--- config.mk ---
export PLATFORM = sky130hd
export DESIGN_NAME = bus_master_port
export DESIGN_NICKNAME = d
export VERILOG_FILES = /design/src/rtl/bus_master_port.sv
export SDC_FILE = /design/constraint.sdc
export NUM_CORES = 1
export LEC_CHECK = 0
export BUFFER_PORTS_ARGS = -buffer_cell sky130_fd_sc_hd__buf_2
export CORE_MARGIN = 2
export CORE_UTILIZATION = 61
export DETAILED_ROUTE_END_ITERATION = 10
export PLACE_DENSITY_LB_ADDON = 0.05
export REMOVE_ABC_BUFFERS = 1
export SYNTH_ARGS = -nofsm -noshare
export SYNTH_HDL_FRONTEND = slang
export SYNTH_SLANG_ARGS = --single-unit
--- constraint.sdc ---
create_clock -name clk -period 4.3 [get_ports clk]
set_input_delay 0.215 -clock clk [delete_from_list [all_inputs] [get_ports clk]]
set_output_delay 0.215 -clock clk [all_outputs]
set_load 0.02 [all_outputs]
--- src/rtl/bus_master_port.sv ---
// rtl/bus_master_port.sv - serial system-bus master: arbitrate, send mode/slave/address/data frame, collect ack or read data.
// Optional MASTER_TIMEOUT_EN aborts REQUEST/WAIT_ACK/RECV_DATA after TIMEOUT idle cycles and flags tx_error.
module bus_master_port #(
  parameter int DATA_WIDTH   = 8,
  parameter int ADDR_WIDTH   = 12,
  parameter int SEL_WIDTH    = 2,
  parameter int TARGET_SLAVE = 1,
  parameter int TARGET_ADDR  = 0,
  parameter int TIMEOUT      = 255
) (
  input  logic                  clk,
  input  logic                  reset,
  input  logic [1:0]            instruction,
  input  logic [DATA_WIDTH-1:0] data_in,
  output logic [DATA_WIDTH-1:0] data_out,
  output logic                  tx_done,
  output logic                  tx_error,
  output logic                  bus_request,
  input  logic                  bus_grant,
  output logic                  bus_busy,
  output logic                  m_dout,
  output logic                  m_valid,
  input  logic                  s_ready,
  input  logic                  m_din,
  input  logic                  m_din_valid
);

  localparam int H  = 1 + SEL_WIDTH + ADDR_WIDTH;
  localparam int FW = H + DATA_WIDTH;
  localparam int CW = $clog2(FW + 1);
  localparam logic [CW-1:0]         H_CNT    = CW'(H);
  localparam logic [CW-1:0]         F_CNT    = CW'(FW);
  localparam logic [CW-1:0]         D_LAST   = CW'(DATA_WIDTH - 1);
  localparam logic [SEL_WIDTH-1:0]  SLAVE_ID = SEL_WIDTH'(TARGET_SLAVE);
  localparam logic [ADDR_WIDTH-1:0] ADDR_VAL = ADDR_WIDTH'(TARGET_ADDR);

  typedef enum logic [2:0] {
    IDLE, REQUEST, SEND_HEADER, SEND_DATA, WAIT_ACK, RECV_DATA, DONE
  } state_t;

  state_t                state_q, state_d;
  logic                  armed_q, armed_d;
  logic                  mode_q, mode_d;
  logic [FW-1:0]         frame_q, frame_d;
  logic [DATA_WIDTH-2:0] rx_q, rx_d;
  logic [CW-1:0]         cnt_q, cnt_d;
  logic [DATA_WIDTH-1:0] data_out_q, data_out_d;
  logic                  tx_done_q, tx_done_d;
  logic                  bus_request_q, bus_request_d;
  logic                  bus_busy_q, bus_busy_d;
  logic                  m_dout_q, m_dout_d;
  logic                  m_valid_q, m_valid_d;
  logic                  shift_out, finish, abort, clr_err, timeout_hit;

  always_comb begin
    state_d       = state_q;
    armed_d       = armed_q;
    mode_d        = mode_q;
    frame_d       = frame_q;
    rx_d          = rx_q;
    cnt_d         = cnt_q;
    data_out_d    = data_out_q;
    tx_done_d     = 1'b0;
    bus_request_d = bus_request_q;
    bus_busy_d    = bus_busy_q;
    m_dout_d      = 1'b0;
    m_valid_d     = 1'b0;
    shift_out     = 1'b0;
    finish        = 1'b0;
    abort         = 1'b0;
    clr_err       = 1'b0;

    case (state_q)
      IDLE: begin
        if (instruction == 2'b00) begin
          armed_d = 1'b1;
        end else if (armed_q && (instruction == 2'b01 || instruction == 2'b10)) begin
          mode_d        = instruction[1];
          frame_d       = {instruction[1], SLAVE_ID, ADDR_VAL, data_in};
          cnt_d         = '0;
          clr_err       = 1'b1;
          bus_request_d = 1'b1;
          state_d       = REQUEST;
        end
      end
      REQUEST: begin
        if (bus_grant) begin
          bus_busy_d = 1'b1;
          shift_out  = 1'b1;
          state_d    = SEND_HEADER;
        end else if (timeout_hit) begin
          abort = 1'b1;
        end
      end
      SEND_HEADER: begin
        // Header complete: writes roll straight into data bits with no gap.
        if (cnt_q == H_CNT) begin
          if (mode_q) begin
            shift_out = 1'b1;
            state_d   = SEND_DATA;
          end else begin
            cnt_d   = '0;
            state_d = RECV_DATA;
          end
        end else begin
          shift_out = 1'b1;
        end
      end
      SEND_DATA: begin
        if (cnt_q == F_CNT) state_d = WAIT_ACK;
        else                shift_out = 1'b1;
      end
      WAIT_ACK: begin
        if (s_ready)          finish = 1'b1;
        else if (timeout_hit) abort  = 1'b1;
      end
      RECV_DATA: begin
        if (m_din_valid) begin
          rx_d  = {rx_q[DATA_WIDTH-3:0], m_din};
          cnt_d = cnt_q + CW'(1);
          if (cnt_q == D_LAST) begin
            data_out_d = {rx_q, m_din};
            finish     = 1'b1;
          end
        end else if (timeout_hit) begin
          abort = 1'b1;
        end
      end
      DONE: begin
        armed_d = 1'b0;
        state_d = IDLE;
      end
      default: state_d = IDLE;
    endcase

    if (shift_out) begin
      m_valid_d = 1'b1;
      m_dout_d  = frame_q[FW-1];
      frame_d   = {frame_q[FW-2:0], 1'b0};
      cnt_d     = cnt_q + CW'(1);
    end
    if (finish || abort) begin
      state_d       = DONE;
      tx_done_d     = 1'b1;
      bus_request_d = 1'b0;
      bus_busy_d    = 1'b0;
    end
  end

  always_ff @(posedge clk or posedge reset) begin
    if (reset) begin
      state_q       <= IDLE;
      armed_q       <= 1'b1;
      mode_q        <= 1'b0;
      frame_q       <= '0;
      rx_q          <= '0;
      cnt_q         <= '0;
      data_out_q    <= '0;
      tx_done_q     <= 1'b0;
      bus_request_q <= 1'b0;
      bus_busy_q    <= 1'b0;
      m_dout_q      <= 1'b0;
      m_valid_q     <= 1'b0;
    end else begin
      state_q       <= state_d;
      armed_q       <= armed_d;
      mode_q        <= mode_d;
      frame_q       <= frame_d;
      rx_q          <= rx_d;
      cnt_q         <= cnt_d;
      data_out_q    <= data_out_d;
      tx_done_q     <= tx_done_d;
      bus_request_q <= bus_request_d;
      bus_busy_q    <= bus_busy_d;
      m_dout_q      <= m_dout_d;
      m_valid_q     <= m_valid_d;
    end
  end

`ifdef MASTER_TIMEOUT_EN
  localparam int TW = $clog2(TIMEOUT + 1);
  logic [TW-1:0] tmo_q, tmo_d;
  logic          tx_error_q;

  // Restarts on any state entry and on every received read bit.
  always_comb begin
    tmo_d = '0;
    if (state_d == state_q &&
        (state_q == REQUEST || state_q == WAIT_ACK || state_q == RECV_DATA) &&
        !(state_q == RECV_DATA && m_din_valid))
      tmo_d = tmo_q + TW'(1);
  end

  assign timeout_hit = (tmo_q == TW'(TIMEOUT - 1));

  always_ff @(posedge clk or posedge reset) begin
    if (reset) begin
      tmo_q      <= '0;
      tx_error_q <= 1'b0;
    end else begin
      tmo_q <= tmo_d;
      if (clr_err)    tx_error_q <= 1'b0;
      else if (abort) tx_error_q <= 1'b1;
    end
  end

  assign tx_error = tx_error_q;
`else
  logic unused_err;
  assign timeout_hit = 1'b0;
  assign unused_err  = clr_err;
  assign tx_error    = 1'b0;
`endif

  assign data_out    = data_out_q;
  assign tx_done     = tx_done_q;
  assign bus_request = bus_request_q;
  assign bus_busy    = bus_busy_q;
  assign m_dout      = m_dout_q;
  assign m_valid     = m_valid_q;

endmodule

==> results of run 1 <==
-- sequential cells by signal, summed over array words and instances (netlist names) --
register and count:
m_valid 1, armed_q 1, tx_done 1, rx_q 7
frame_q 23, data_out 8, mode_q 1, bus_request 1
cnt_q 5, m_dout 1, bus_busy 1, state_q 3
-- through the flow --
| stage | power (mW) | instance area (um^2) | util | cells |
|---|---|---|---|---|
| 6_report | 1.51 | 2610 | 0.708 | 303 |
| 5_1_grt | 1.63 | 2610 | 0.708 | 303 |
| 4_1_cts | 1.53 | 2610 | 0.708 | 303 |
| 3_5_place_dp | 1.23 | 2510 | 0.682 | 295 |
| 3_3_place_gp | 1.22 | 2510 | 0.682 | 295 |
| 2_1_floorplan | 1.09 | 2300 | - | 217 |
-- path summary, 6_finish.rpt --
kind / endpoint / slack [ns] / cells after the start
worst max register to register: frame_q[3]$_DFFE_PP0P_ / 1.94 / 10
worst min-delay path: rx_q[0]$_DFFE_PP0P_ / 0.12 / 3
max in group asynchronous: frame_q[16]$_DFFE_PP0P_ / 3.49 / 2
min in group asynchronous: frame_q[0]$_DFFE_PP0P_ / 0.17 / 2
worst max-delay path: frame_q[3]$_DFFE_PP0P_ / 1.94 / 10
worst min register to register: frame_q[4]$_DFFE_PP0P_ / 0.48 / 1
-- layout by cell type, fill, tap and decap left out, types with 2 or more instances in the layout --
cell type	count
buf_4	2
nand2b_1	4
a22o_1	8
o21a_1	2
ha_1	3
inv_1	7
nand3b_1	3
clkbuf_8	6
nand3_1	3
and3_1	3
nor3_1	2
nor2_1	9
o21ai_0	19
nand2_1	55
buf_2	28
mux2_4	3
nor2b_1	2
a21oi_1	5
nor4_1	2
mux2_2	10
dfrtp_1	52
a21o_1	7
-- power by group --
group | internal (mW) | switching, mW | leakage, nW
registers | 0.616 | 0.0947 | 0.701
clock network | 0.131 | 0.161 | 0.0512
logic | 0.224 | 0.288 | 0.596
total | 0.971 | 0.544 | 1.35
-- area by class of cell --
type	count	area, um^2	area share
clock buffers	6	82.6	0.0316
clock inverters	2	13.8	0.00527
repair buffers	30	155	0.0594
flip-flops and latches	53	1330	0.508
well taps	48	60.1	0.0230
inverters	8	30.0	0.0115
multi-input cells	156	942	0.361
-- critical path: stages (launching register included) --
cell      delay [ns]
dfrtp_1         0.42
ha_1            0.25
nand2_1         0.09
nor2_1          0.05
ha_1            0.18
nand2b_1        0.12
nand3b_1        0.15
a31oi_4         0.20
buf_4           0.36
nor2_1          0.21
a21o_1          0.21
-- cells by family after synthesis --
| logic type | after synthesis | share of synthesized area |
|---|---|---|
| AOI/OAI and AO/OA | 48 | 0.138 |
| muxes | 14 | 0.0709 |
| and+or+nand+nor | 89 | 0.169 |
| xor gates and xnor gates | 1 | 0.00370 |
| other | 1 | 0.00159 |
| adders and majority gates | 3 | 0.0159 |
| buffers and inverters | 20 | 0.0402 |
| DFF | 53 | 0.561 |
-- metal layers --
layer  vias up  global-route usage  routed length, um
met1       794               0.275               1960
li1        822                   -                  -
met3         5              0.0613                158
met5         -                   0                  0
met2        28               0.345               2070
met4         0              0.0689                 56
==> results.toml, run 1 <==
[die]
die_area_um2 = 4390
start_util = 0.641
rows = 22
die_y_um = 66.3
ios = 30
dieWidth_um = 66.3
core_area_um2 = 3690

[synthesis]
synth_most_common_cell = "nand2_1"
synth.area.top_cells = "dfrtp_1 (55%), nand2_1 (8.7%), mux2_2 (4.8%), o21ai_0 (4.0%), a22o_1 (3.0%)"
synthDistinctLibCells = 40
ys_seq_area_frac = 0.561
async_flop_share = 1.00
synthCells = 229
synth_flop_cell = "dfrtp_1"
synth-seq-cells = 53
yosys_warnings = 0
synthTopCellsByCount = "nand2_1 (55), dfrtp_1 (52), o21ai_0 (19)"
synth_edf_count = 0
yosys.area.top_type = "dfrtp_1"
syn-cell-area_um2 = 2360
synth_top_area_share = 0.550
synth_area_per_cell_um2 = 10.3

[min_path]
hold_class = "in2reg"
hold_start = "m_din"

[sta]
fmax_ghz = 0.424
post-route-period-util = 0.549
setup_ws_ns = 1.94
fin_setup_tns_ns = 0
slew-limit-headroom = 0.294
grt_setup_unrepaired = "no"
maxSlewViolCount = 0
setup-violations-final = 0
hold_viol_final = 0
skew_ns = 0.00483
min_period_ns = 2.36
worstMarginPinSlew_ns = 1.06
fin_hold_ws_ns = 0.117

[detailed_routing]
drtAntennaViolNets = 0
wl_per_cell_um = 14.0
routed_wl_um = 4240
drt_iter0_markers = 145
route.detailed.drc = 0
via_per_inst = 5.44
drtPass1Iterations = 4
num_vias = 1649

[worst_setup_path]
critical_path.startpoint_type = "register"
path_class = "reg2reg"
cp-startpoint = "cnt_q[0]$_DFFE_PP0P_"
path_max_fanout = 44
worst_r2r_startpoint = "cnt_q[0]$_DFFE_PP0P_"
crit_path_end_kind = "register"
crit_required_ns = 4.50
arrival_ns = 2.56

[finish]
nFillCells = 298
fin_nets = 273
num_antenna_cells = 0
drive_gt1_frac = 0.216
area_delta_synth_final_pct = 10.4

[clock_tree]
cts_setup_buffers = 0
clk_root_buffer_cell = "clkbuf_8"
clock_sinks = 53
cts_buffers = 5
cts_htree_levels = 2
clkSlewWorstSetupHoldPaths_ns = 0.09
post_cts_resized = 0
cts_tree = "built"
insertion_delay_ns = 0.30
ctsHoldBuffers = 0
cts_buffer_depth = 2

[power_and_ir_drop]
leakagePower_nw = 1.35
powerDensity_nw_per_um2 = 580
ir_drop_mv = 0.382

[global_route]
antenna_found_initial = 0
track_usage = 0.213
grt_pass1_wl_um = 7020
grt_max_degree = 54
grt.overflow.total = 0
grt_pass1_vias = 1555

[placed_design]
portBuffers = 28
place_congestion = 0.769
dp_hpwl_um = 2810
pre_cts_ws_ns = 1.98

[outcome]
status = "completed"

[job]
drv_cap = 0
Power figures use the tool's default switching activity.
==> run 2, diff against run 1 <==
Settings changed: CORE_UTILIZATION 61 to 51.
Clock period 4.3 ns to 2.1 ns, I/O delays scaled along.
==> run 2 against run 1 <==
Effect of this change: die area is 18% higher; sequential power is 100% higher; via count is 4.1% higher; final cell count is 8.3% higher; global-route usage is 2.1 points lower.
==> results.toml, run 2 (synthesis results as in run 1) <==
[worst_setup_path]
cp-startpoint = "cnt_q[0]$_DFFE_PP0P_"
cpMaxStageDelayCell = "or3_4"
critical_path.startpoint_type = "register"
path_class = "reg2reg"
crit_buf_inv = 0
path_cells = "ha_2 > nand2_2 > nor2_2 > ha_2 > nand2b_4 > nand3b_1 > a31oi_4 > or3_4 > mux2_4"
crit_required_ns = 2.30
arrival_ns = 2.29
critical-path-top-delay-family = "simple AND/OR/NAND/NOR gates"
max_stage_delay_ns = 0.42
path_max_fanout = 4
worst_r2r_startpoint = "cnt_q[0]$_DFFE_PP0P_"
crit_path_end_kind = "register"
critical_path.most_common_cell = "ha_2"

[finish]
fin_cells = 328
area_delta_synth_final_pct = 21.8
drive_gt1_frac = 0.301
fin_nets = 294
fin_area_um2 = 2880
final_common_cell = "nand2_1"
nFillCells = 349
largest_reg_flops = 23
num_antenna_cells = 0
final_cell_mix = "nand2_1 (54), dfrtp_1 (52), buf_2 (28)"
regMostFlops = "frame_q"

[clock_tree]
cts_htree_levels = 2
clkSlewWorstSetupHoldPaths_ns = 0.10
cts_tree = "built"
clock_sinks = 53
cts_buffers = 5
insertion_delay_ns = 0.31
cts_buffer_depth = 2
clk_root_buffer_cell = "clkbuf_8"

[sta]
grt_setup_unrepaired = "yes"
min_period_ns = 2.09
fin_setup_tns_ns = 0
setup-violations-final = 0
post-route-period-util = 0.993
slew-limit-headroom = 0.627
fmax_ghz = 0.479
worstMarginPinSlew_ns = 0.555
hold_viol_final = 0
skew_ns = 0.00465
maxSlewViolCount = 0
fin_hold_ws_ns = 0.0292
setup_ws_ns = 0.0140

[global_route]
grt.overflow.total = 0
antenna_found_initial = 0
grt_pass1_wl_um = 7830
grt_max_degree = 30
track_usage = 0.192
grt_pass1_vias = 1686

[placed_design]
portBuffers = 28
placed_cells = 316
pre_cts_ws_ns = -0.0413
dp_hpwl_um = 3080
postPlaceCellArea_um2 = 2670
place_congestion = 0.842

[detailed_routing]
drtPass1Iterations = 5
wl_per_cell_um = 13.6
num_vias = 1717
via_per_inst = 5.23
drtAntennaViolNets = 0
routed_wl_um = 4480
drt_iter0_markers = 149
route.detailed.drc = 0

[power_and_ir_drop]
ir_drop_mv = 0.578
powerDensity_nw_per_um2 = 1240
leakagePower_nw = 1.48

[job]
drv_cap = 0

[die]
start_util = 0.536
rows = 24
ios = 30
die_area_um2 = 5200
dieWidth_um = 72.1
core_area_um2 = 4410
die_y_um = 72.1

[min_path]
hold_start = "data_in[0]"
hold_class = "in2reg"

[outcome]
status = "completed"
-- run 2: cell types whose count changed in the layout (fill, tap and decap cells not counted), sizes merged --
cell,previous run,this run
clkbuf,6,5
clkinv,2,1
bufinv,0,1
dlygate4sd3,0,2
inv,8,9
buf,30,49
-- run 2: layout make-up --
class	count	area, um^2	share of cell area
Sequential cell	53	1330	0.461
Multi-Input combinational cell	156	986	0.342
Timing Repair Buffer	51	359	0.125
Clock buffer	5	68.8	0.0239
Tap cell	52	65.1	0.0226
Clock inverter	3	43.8	0.0152
Inverter	8	30.0	0.0104
-- run 2: metal layers --
| layer | GRT usage | up-vias | part of all wire |
|---|---|---|---|
| li1 | - | 864 | - |
| met4 | 0.0503 | 0 | 0.0080 |
| met1 | 0.262 | 822 | 0.46 |
| met5 | 0 | - | 0 |
| met3 | 0.0458 | 5 | 0.033 |
| met2 | 0.311 | 26 | 0.50 |
-- run 2: report_power, final --
| part | internal (mW) | switching, mW | total [mW] |
|---|---|---|---|
| Sequential | 1.26 | 0.166 | 1.43 |
| Clock | 0.357 | 0.339 | 0.696 |
| Combinational | 0.742 | 0.695 | 1.44 |
-- run 2: worst paths after layout --
kind / cells past startpoint / endpoint / slack (ns)
max reg2reg: 9 / cnt_q[4]$_DFFE_PP0P_ / 0.01
min: 3 / frame_q[0]$_DFFE_PP0P_ / 0.03
max in group asynchronous: 4 / armed_q$_DFFE_PP1P_ / 1.11
min reg2reg: 2 / rx_q[6]$_DFFE_PP0P_ / 0.49
min in group asynchronous: 3 / frame_q[0]$_DFFE_PP0P_ / 0.38
max: 9 / cnt_q[4]$_DFFE_PP0P_ / 0.01
-- run 2: repair_timing --
item,in CTS,in global routing
pin swaps,0,8
endpoints found under the hold margin,25,0
setup endpoints to repair,11,22
setup buffers,0,2
resized for setup,4,10
hold buffers,2,0
-- run 2: worst min-delay path: stages --
cell and delay (ns):
buf_2 0.10, nand2_1 0.05, a21oi_1 0.05
-- run 2: metrics by stage --
step,total power [mW],utilization
6_report,3.56,0.652
5_1_grt,3.82,0.652
3_3_place_gp,2.73,0.605
2_1_floorplan,2.24,-
4_1_cts,3.50,0.640
3_5_place_dp,2.74,0.605
==> run 3, diff against run 2 <==
Settings changed: PLACE_DENSITY from default to 0.74, PLACE_DENSITY_LB_ADDON 0.05 to default.
==> run 3 against run 2 <==
Effect of this change: the flow now finishes with violations (setup timing); clock power decreased by 14%; setup slack got worse by 0.030 ns; sequential cell count unchanged; design area decreased by 2.0%; critical endpoint is now cnt_q[0]$_DFFE_PP0P_; clock skew increased by 0.0019 ns; sequential share of layout area increased by 0.96 points; register-to-register slack got worse by 0.03 ns.
==> results.toml, run 3 (synthesis results as in run 1) <==
[die]
dieWidth_um = 72.1
core_area_um2 = 4410
start_util = 0.536
die_y_um = 72.1
rows = 24
ios = 30
die_area_um2 = 5200

[detailed_routing]
via_per_inst = 5.39
drtPass1Iterations = 4
drt_iter0_markers = 144
wl_per_cell_um = 14.0
route.detailed.drc = 0
num_vias = 1757
drtAntennaViolNets = 0
routed_wl_um = 4560

[finish]
num_antenna_cells = 0
nFillCells = 369
final_core_util = 0.639
largest_reg_flops = 23
final_common_cell = "nand2_1"
drive_gt1_frac = 0.299
final_cell_mix = "nand2_1 (54), dfrtp_1 (52), buf_2 (28)"
fin_area_um2 = 2820
fin_nets = 292
area_delta_synth_final_pct = 19.3
fin_cells = 326
regMostFlops = "frame_q"

[global_route]
track_usage = 0.188
grt_pass1_vias = 1698
grt.overflow.total = 0
antenna_found_initial = 0
grt_pass1_wl_um = 7610
grt_max_degree = 29

[clock_tree]
clk_root_buffer_cell = "clkbuf_8"
cts_buffer_depth = 2
cts_htree_levels = 2
cts_buffers = 5
cts_tree = "built"
clkSlewWorstSetupHoldPaths_ns = 0.09
clock_sinks = 53
insertion_delay_ns = 0.31

[power_and_ir_drop]
clockPowerShare = 0.177
netSwitchingPower_mw = 1.19
leakagePower_nw = 1.45
ir_drop_mv = 0.522
powerDensity_nw_per_um2 = 1200
p_seq_frac = 0.424
intPower_mw = 2.19
sw_frac_of_total = 0.352
power_frac_comb = 0.399

[sta]
fin_hold_ws_ns = 0.00653
hold_viol_final = 0
maxSlewViolCount = 0
fmax_ghz = 0.473
grt_setup_unrepaired = "yes"
setup_ws_ns = -0.0164
skew_ns = 0.00651
post-route-period-util = 1.01
min_period_ns = 2.12
setup-violations-final = 3

[worst_setup_path]
crit_required_ns = 2.30
arrival_ns = 2.31
path_max_fanout = 5
critical_path.startpoint_type = "register"
path_class = "reg2reg"
crit_path_end_kind = "register"

[job]
drv_cap = 0

[placed_design]
postPlaceCellArea_um2 = 2640
place_congestion = 0.883
dp_hpwl_um = 3200
portBuffers = 28
placed_cells = 315

[min_path]
hold_class = "in2reg"

[outcome]
violations = "setup timing"
status = "complete, but fails checks"
run 3: area by class of cell:
cell class,instances,area (um^2),share of cell area
multi-input combinational,156,986,0.349
clock buffer,6,82.6,0.0293
sequential,53,1330,0.471
timing repair buffer,49,317,0.112
inverter,8,30.0,0.0106
tap,52,65.1,0.0231
clock inverter,2,13.8,0.00488
run 3: critical path, cell delays in order, from the launching register on:
cell and delay, ns:
dfrtp_1 0.37, ha_2 0.19, nand2_2 0.06, nor2_2 0.11, ha_2 0.21, nand2b_4 0.06, nand3b_1 0.12, a31oi_4 0.12
or3_4 0.44, mux2_4 0.32
run 3: repair_timing:
| item | in CTS | in global routing |
|---|---|---|
| hold buffers | 1 | 0 |
| cloned | 0 | 0 |
| setup buffers | 0 | 2 |
| gates resized for setup | 5 | 9 |
| pin swaps | 0 | 7 |
| hold endpoints to repair | 15 | 0 |
| endpoints found under the setup margin | 19 | 22 |
run 3: power by group through the flow:
stage	Combinational (mW)	Clock [mW]	Sequential, mW
final	1.35	0.597	1.43
after global routing	1.49	0.652	1.46
after CTS	1.29	0.612	1.43
after detailed placement	1.23	0	1.44
after global placement	1.17	0	1.44
after floorplan	0.796	0	1.44
run 3: routing by layer:
metal,share of wire,vias up,GRT usage
met4,0.012,0,0.0503
met2,0.49,23,0.310
met1,0.47,869,0.248
li1,-,858,-
met3,0.033,7,0.0486
met5,0,-,0
run 3: worst paths after layout:
path                                         start                      end  slack, ns  cells past startpoint
setup / recovery              cnt_q[1]$_DFFE_PP0P_     cnt_q[0]$_DFFE_PP0P_      -0.02                      9
hold / removal                               m_din      rx_q[0]$_DFFE_PP0P_      0.007                      3
setup reg to reg              cnt_q[1]$_DFFE_PP0P_     cnt_q[0]$_DFFE_PP0P_      -0.02                      9
hold reg to reg            frame_q[20]$_DFFE_PP0P_  frame_q[21]$_DFFE_PP0P_       0.48                      2
max in group asynchronous                    reset      armed_q$_DFFE_PP1P_       1.16                      4
min in group asynchronous                    reset  data_out[7]$_DFFE_PP0P_       0.31                      3
run 3: through the flow:
stage                     setup TNS, ns  setup WS, ns  total power, mW
after floorplan                   -3.38        -0.414             2.24
final                           -0.0295       -0.0164             3.38
after global routing             -0.316        -0.100             3.61
after global placement          -0.0766       -0.0263             2.61
after detailed placement         -0.455       -0.0678             2.67
after CTS                             0       0.00415             3.33
